[src/rtl/fp_compare_unit_if.sv]
// Request/response bundle for the FP compare unit: valid/ready on both sides,
// operands and tag in, result, tag and invalid flag out.
interface fp_compare_unit_if #(
  parameter int FLEN = 32,
  parameter int XLEN = 32
);
  logic            in_valid;
  logic            in_ready;
  logic [2:0]      in_op;
  logic [FLEN-1:0] in_a;
  logic [FLEN-1:0] in_b;
  logic [4:0]      in_tag;
  logic            out_valid;
  logic            out_ready;
  logic [XLEN-1:0] out_data;
  logic [4:0]      out_tag;
  logic            out_nv;

  modport master (
    output in_valid, in_op, in_a, in_b, in_tag, out_ready,
    input  in_ready, out_valid, out_data, out_tag, out_nv
  );

  modport slave (
    input  in_valid, in_op, in_a, in_b, in_tag, out_ready,
    output in_ready, out_valid, out_data, out_tag, out_nv
  );
endinterface

[src/rtl/fp_compare_unit.sv]
// Two-stage IEEE-754 FEQ/FLT/FLE/FMIN/FMAX unit with RISC-V F semantics.
// S1 registers operands and their classification; S2 forms the result in the output registers.
module fp_compare_unit #(
  parameter int EXP_W = 8,
  parameter int MAN_W = 23,
  parameter int XLEN  = 32
) (
  input logic              clk,
  input logic              rst_n,
  fp_compare_unit_if.slave bus
);
  localparam int FLEN = 1 + EXP_W + MAN_W;

  localparam logic [2:0] OP_FEQ  = 3'b000;
  localparam logic [2:0] OP_FLT  = 3'b001;
  localparam logic [2:0] OP_FLE  = 3'b010;
  localparam logic [2:0] OP_FMIN = 3'b011;
  localparam logic [2:0] OP_FMAX = 3'b100;

  typedef struct packed {
    logic nan;
    logic snan;
    logic zero;
  } fp_class_t;

  function automatic fp_class_t classify(input logic [FLEN-1:0] x);
    fp_class_t c;
    logic      exp_ones;
    logic      exp_zero;
    logic      frac_zero;
    exp_ones  = &x[FLEN-2:MAN_W];
    exp_zero  = ~|x[FLEN-2:MAN_W];
    frac_zero = ~|x[MAN_W-1:0];
    c.nan     = exp_ones & ~frac_zero;
    c.snan    = exp_ones & ~frac_zero & ~x[MAN_W-1];
    c.zero    = exp_zero & frac_zero;
    return c;
  endfunction

  logic            s1_valid;
  logic [2:0]      s1_op;
  logic [4:0]      s1_tag;
  logic [FLEN-1:0] s1_a;
  logic [FLEN-1:0] s1_b;
  fp_class_t       s1_a_cls;
  fp_class_t       s1_b_cls;

  logic            s2_valid;
  logic [XLEN-1:0] s2_data;
  logic [4:0]      s2_tag;
  logic            s2_nv;

  logic            s2_load;
  logic            s1_load;

  logic            sign_a;
  logic            sign_b;
  logic            mag_lt;
  logic            mag_gt;
  logic            both_zero;
  logic            any_nan;
  logic            any_snan;
  logic            a_below_b;
  logic            lt_ord;
  logic            eq_ord;
  logic [FLEN-1:0] canon_nan;
  logic [FLEN-1:0] minmax;
  logic [XLEN-1:0] res_data;
  logic            res_nv;

  // in_ready depends only on pipeline occupancy and out_ready, never on in_valid
  assign s2_load      = !s2_valid || bus.out_ready;
  assign s1_load      = !s1_valid || s2_load;
  assign bus.in_ready = s1_load;

  assign canon_nan = {1'b0, {EXP_W{1'b1}}, 1'b1, {(MAN_W-1){1'b0}}};

  always_comb begin
    sign_a    = s1_a[FLEN-1];
    sign_b    = s1_b[FLEN-1];
    mag_lt    = s1_a[FLEN-2:0] < s1_b[FLEN-2:0];
    mag_gt    = s1_a[FLEN-2:0] > s1_b[FLEN-2:0];
    both_zero = s1_a_cls.zero && s1_b_cls.zero;
    any_nan   = s1_a_cls.nan || s1_b_cls.nan;
    any_snan  = s1_a_cls.snan || s1_b_cls.snan;

    // Total order with -0 strictly below +0; compares then fold the zeros together.
    if (sign_a != sign_b) begin
      a_below_b = sign_a;
    end else if (sign_a) begin
      a_below_b = mag_gt;
    end else begin
      a_below_b = mag_lt;
    end
    lt_ord = a_below_b && !both_zero;
    eq_ord = (s1_a == s1_b) || both_zero;

    if (s1_a_cls.nan && s1_b_cls.nan) begin
      minmax = canon_nan;
    end else if (s1_a_cls.nan) begin
      minmax = s1_b;
    end else if (s1_b_cls.nan) begin
      minmax = s1_a;
    end else if (s1_op == OP_FMAX) begin
      minmax = a_below_b ? s1_b : s1_a;
    end else begin
      minmax = a_below_b ? s1_a : s1_b;
    end

    res_data = '0;
    res_nv   = 1'b0;
    case (s1_op)
      OP_FEQ: begin
        res_data = XLEN'(eq_ord && !any_nan);
        res_nv   = any_snan;
      end
      OP_FLT: begin
        res_data = XLEN'(lt_ord && !any_nan);
        res_nv   = any_nan;
      end
      OP_FLE: begin
        res_data = XLEN'((lt_ord || eq_ord) && !any_nan);
        res_nv   = any_nan;
      end
      OP_FMIN, OP_FMAX: begin
        res_data = XLEN'(minmax);
        res_nv   = any_snan;
      end
      default: begin
        res_data = '0;
        res_nv   = 1'b0;
      end
    endcase
  end

  always_ff @(posedge clk) begin
    if (!rst_n) begin
      s1_valid <= 1'b0;
      s1_op    <= '0;
      s1_tag   <= '0;
      s1_a     <= '0;
      s1_b     <= '0;
      s1_a_cls <= '0;
      s1_b_cls <= '0;
      s2_valid <= 1'b0;
      s2_data  <= '0;
      s2_tag   <= '0;
      s2_nv    <= 1'b0;
    end else begin
      if (s2_load) begin
        s2_valid <= s1_valid;
        if (s1_valid) begin
          s2_data <= res_data;
          s2_tag  <= s1_tag;
          s2_nv   <= res_nv;
        end
      end
      if (s1_load) begin
        s1_valid <= bus.in_valid;
        if (bus.in_valid) begin
          s1_op    <= bus.in_op;
          s1_tag   <= bus.in_tag;
          s1_a     <= bus.in_a;
          s1_b     <= bus.in_b;
          s1_a_cls <= classify(bus.in_a);
          s1_b_cls <= classify(bus.in_b);
        end
      end
    end
  end

  assign bus.out_valid = s2_valid;
  assign bus.out_data  = s2_data;
  assign bus.out_tag   = s2_tag;
  assign bus.out_nv    = s2_nv;
endmodule

[src/flat_wrapper.sv]
// flat-port wrapper written by rule: the top's interface ports become plain ports
module fp_compare_unit_flat 
#(
  parameter int EXP_W = 8,
  parameter int MAN_W = 23,
  parameter int XLEN  = 32
)
  (clk, rst_n, bus_in_valid, bus_in_op, bus_in_a, bus_in_b, bus_in_tag, bus_out_ready, bus_in_ready, bus_out_valid, bus_out_data, bus_out_tag, bus_out_nv);
  fp_compare_unit_if #(.FLEN(32), .XLEN(XLEN)) bus_i ();
  input logic clk;
  input logic rst_n;
  input wire logic [$bits(bus_i.in_valid)-1:0] bus_in_valid;
  input wire logic [$bits(bus_i.in_op)-1:0] bus_in_op;
  input wire logic [$bits(bus_i.in_a)-1:0] bus_in_a;
  input wire logic [$bits(bus_i.in_b)-1:0] bus_in_b;
  input wire logic [$bits(bus_i.in_tag)-1:0] bus_in_tag;
  input wire logic [$bits(bus_i.out_ready)-1:0] bus_out_ready;
  output wire logic [$bits(bus_i.in_ready)-1:0] bus_in_ready;
  output wire logic [$bits(bus_i.out_valid)-1:0] bus_out_valid;
  output wire logic [$bits(bus_i.out_data)-1:0] bus_out_data;
  output wire logic [$bits(bus_i.out_tag)-1:0] bus_out_tag;
  output wire logic [$bits(bus_i.out_nv)-1:0] bus_out_nv;
  assign bus_i.in_valid = bus_in_valid;
  assign bus_i.in_op = bus_in_op;
  assign bus_i.in_a = bus_in_a;
  assign bus_i.in_b = bus_in_b;
  assign bus_i.in_tag = bus_in_tag;
  assign bus_i.out_ready = bus_out_ready;
  assign bus_in_ready = bus_i.in_ready;
  assign bus_out_valid = bus_i.out_valid;
  assign bus_out_data = bus_i.out_data;
  assign bus_out_tag = bus_i.out_tag;
  assign bus_out_nv = bus_i.out_nv;
  fp_compare_unit #(.EXP_W(EXP_W), .MAN_W(MAN_W), .XLEN(XLEN)) u_core (.clk(clk), .rst_n(rst_n), .bus(bus_i));
endmodule
[config.mk]
export PLATFORM = sky130hd
export DESIGN_NAME = fp_compare_unit_flat
export DESIGN_NICKNAME = d
export VERILOG_FILES = /design/src/rtl/fp_compare_unit_if.sv /design/src/rtl/fp_compare_unit.sv /design/src/flat_wrapper.sv
export SDC_FILE = /design/constraint.sdc
export NUM_CORES = 1
export LEC_CHECK = 0
export ABC_AREA = 1
export BUFFER_PORTS_ARGS = -buffer_cell sky130_fd_sc_hd__buf_2
export CAP_MARGIN = 10
export CORE_MARGIN = 4
export CORE_UTILIZATION = 50
export CTS_CLUSTER_SIZE = 28
export DETAILED_ROUTE_END_ITERATION = 16
export PLACE_DENSITY = 0.83
export SLEW_MARGIN = 20
export SYNTH_ARGS = -nofsm -noshare
export SYNTH_HDL_FRONTEND = slang
export SYNTH_SLANG_ARGS = --single-unit
[constraint.sdc]
create_clock -name clk -period 2.76 [get_ports clk]
set_input_delay 0.138 -clock clk [delete_from_list [all_inputs] [get_ports clk]]
set_output_delay 0.138 -clock clk [all_outputs]
set_load 0.02 [all_outputs]
==> results.md <==
* Post-synth ARST share at 0%
* Critical path's most frequent cell: nand2_2
* Maximum Capacitance Violations at 0
* CTS tree: done
* Util after Layout at 64.1%
* Layout cells sized above 1 at 20.6%
* Top-count cell post-synth: nand2_1
* First-pass GRT wire length at 24800 µm
* Minimum clock period at 2.54 ns
* CP required at 3.02 ns
* Crit path arrival time at 2.80 ns
* Slowest stage cell, crit path: dfxtp_1
* Syn Area/Cell at 7.37 µm²
* Core area at 10900 µm²
* DRC viols at 0
* Initial Util at 51.4%
* H-tree Lvls at 4
* DR iter-0 viols at 344
* Row cnt at 38
* Setup Viol. Count Final at 0
* Kind of path behind the tightest hold check: input pin to flip-flop
* Clk sink count at 118
* Routability cong. at 0.908
* Post-synthesis sequential area ratio at 42.0%
* Post-Route Skew at 0.00720 ns
* Largest area contributor in the netlist: dfxtp_1
* Yosys top cell area share at 42.0%
* Cell area after layout at 7000 µm²
* CTS clock-pin slew for the worst setup and hold paths at 0.06 ns
* CP Cell Sequence: inv_1 > ha_1 > nand2_1 > nor2_2 > nand4_2 > nor3_2 > nand3b_1 > nand2_1 > nand2_2 > nand2_2 > nand2_2 > nand3_4 > nand2_8 > buf_6 > o211ai_1 > a21oi_1
* Worst-Skew Late Latency at 0.40 ns
* Wire length per cell at 14.7 µm
* Root Driver: clkbuf_16
* Max incr delay on CP at 0.34 ns
* Vias in the first global route at 5262
* # IOs at 116
* Synthesized Nets at 872
* Startpoint class of the critical path: flip-flop
* Fmax achieved at 394 MHz
* Final hold viol count at 0
* Worst slew pin tran at 0.689 ns
* Worst setup path start: u_core.s1_b[29]
* Post-DRT Antenna Nets at 0
* Die Y at 114 µm
* Area of placed instances at 6290 µm²
* P_leak at 3.19 nW
* Largest net degree at the start of global routing at 83
* Port bufs at 115
* Synth warn at 0
* Fin. max-slew vios at 0
* R2R Setup Slk at 0.22 ns
* Syn Inst Count at 763
* Crit Path Category: flip-flop to flip-flop
* Detailed Routing Iterations Pass 1 at 5
* P&R area growth vs syn at 24.6%
* Routed wire length at 15100 µm
* Setup TNS Final at 0 ns
* Mapped cell area at 5620 µm²
* Delay-heaviest family, CP: simple AND/OR/NAND/NOR gates
* Yosys reg bits at 118
* Netlist cell types at 30
* # fillers at 963
* Cts bufs inserted at 17
* Hold_sp: bus_in_a[9]
* Sum of buffers and inverters on the critical path at 2
* Die Area at 13000 µm²
* Worst vdd ir at 0.000417 V
* Initial antenna violation count at 0
* Reg-to-reg critical path startpoint: u_core.s1_b[29]
* Global route overflow at 0
* CP Max Fanout at 22
* Clock buffer depth at 2
* Number of flops mapped to enable cells by yosys at 0
* Synth area leaders: dfxtp_1, nand2_1, a21oi_1, ha_1, o21ai_0
* N_diodes at 0
* Worst hold margin at 0.00840 ns
* Net count, final at 985
* RSZ-0062 raised after global routing: no
* Dpl hpwl at 10600 µm
* Vias per cell at 5.34
* Cell Pwr Density at 691 nW/µm²
* Status: complete, no violations
* Die Span X at 114 µm
* Synth top cells by count: nand2_1, dfxtp_1, nor2_1
* Via count at 5498
* Critical path capture point type: flip-flop
* Tcrit/Tclk final at 92.0%
* Main flop type after synthesis: dfxtp_1
* Relative slew slack at 53.7%
* All-Layer GR Usage at 23.5%
-- kinds of logic (layout without fill, tap and decap cells) --
| kind of cell | after synthesis | count (layout) | synth area share, % |
|---|---|---|---|
| AOI/OAI and AO/OA | 199 | 199 | 19.3 |
| and+or+nand+nor | 304 | 304 | 23.6 |
| buffers and inverters | 109 | 235 | 7.75 |
| adders and majority gates | 33 | 33 | 7.35 |
| DFF | 118 | 118 | 42.0 |
-- per-layer routing --
metal / vias to the layer above / global-route usage [%] / routed length, µm
li1: 2788 / - / -
met2: 176 / 39.0 / 7180
met5: - / 0 / 0
met3: 24 / 5.25 / 906
met1: 2510 / 29.7 / 6650
met4: 0 / 9.11 / 335
-- report_power, final --
group / switching, mW / internal, mW
Sequential: 0.0571 / 1.80
Combinational: 0.476 / 0.267
Clock: 0.816 / 1.43
Total: 1.35 / 3.49
-- timing repair --
| action | in CTS | in global routing |
|---|---|---|
| gates resized for setup | 0 | 3 |
| hold endpoints to repair | 9 | 0 |
| buffers inserted | 0 | 0 |
| endpoints found under the setup margin | 0 | 22 |
| hold buffers | 9 | 0 |
-- stage by stage --
| stage | cells | setup slack (ns) | total power [mW] |
|---|---|---|---|
| 2_1_floorplan | 763 | 0.607 | 2.40 |
| 3_3_place_gp | 988 | 0.216 | 2.58 |
| 3_5_place_dp | 988 | 0.146 | 2.60 |
| 4_1_cts | 1029 | 0.108 | 4.84 |
| 5_1_grt | 1029 | 0.00408 | 5.04 |
| 6_report | 1029 | 0.221 | 4.84 |
-- registers in the layout, summed over array words and instances, names as in the netlist --
| register | cells |
|---|---|
| u_core.bus.out_valid | 1 |
| u_core.bus.out_data | 32 |
| u_core.bus.out_nv | 1 |
| u_core.bus.out_tag | 5 |
| u_core.s1_op | 3 |
| u_core.s1_a_cls | 3 |
| u_core.s1_b | 32 |
| u_core.s1_b_cls | 3 |
| u_core.s1_valid | 1 |
| u_core.s1_a | 32 |
| u_core.s1_tag | 5 |
-- final timing paths --
kind,endpoint,cells past startpoint
hold reg to reg,u_core.bus.out_data[17],2
setup reg to reg,u_core.bus.out_data[5],16
setup / recovery,u_core.bus.out_data[5],16
hold / removal,u_core.s1_a[9],3
-- worst register-to-register path, stage by stage, from the launching register on --
cell and delay (ns):
dfxtp_1 0.34, inv_1 0.06, ha_1 0.29, nand2_1 0.08
nor2_2 0.14, nand4_2 0.14, nor3_2 0.15, nand3b_1 0.12
nand2_1 0.10, nand2_2 0.07, nand2_2 0.08, nand2_2 0.06
nand3_4 0.13, nand2_8 0.12, buf_6 0.20, o211ai_1 0.20
a21oi_1 0.11
-- layout by cell type, fill, tap and decap left out, types with 9 or more instances in the layout --
cell             n
a21oi_1         87
buf_2          115
clkbuf_16       17
dfxtp_1        118
dlygate4sd3_1    9
ha_1            33
inv_1           67
nand2_1        141
nand2_2          9
nand3_1         24
nor2_1          88
nor4_1          15
o211ai_1        22
o21ai_0         81
-- layout make-up --
class / instances / area [µm²] / share of cell area, %
clock buffers: 18 / 429 / 6.13
well taps: 140 / 175 / 2.50
inverters: 70 / 263 / 3.75
repair buffers: 133 / 753 / 10.8
multi-input cells: 536 / 2840 / 40.6
clock inverters: 14 / 178 / 2.54
flip-flops and latches: 118 / 2360 / 33.7
No activity file was read; power rests on OpenSTA's default activity.
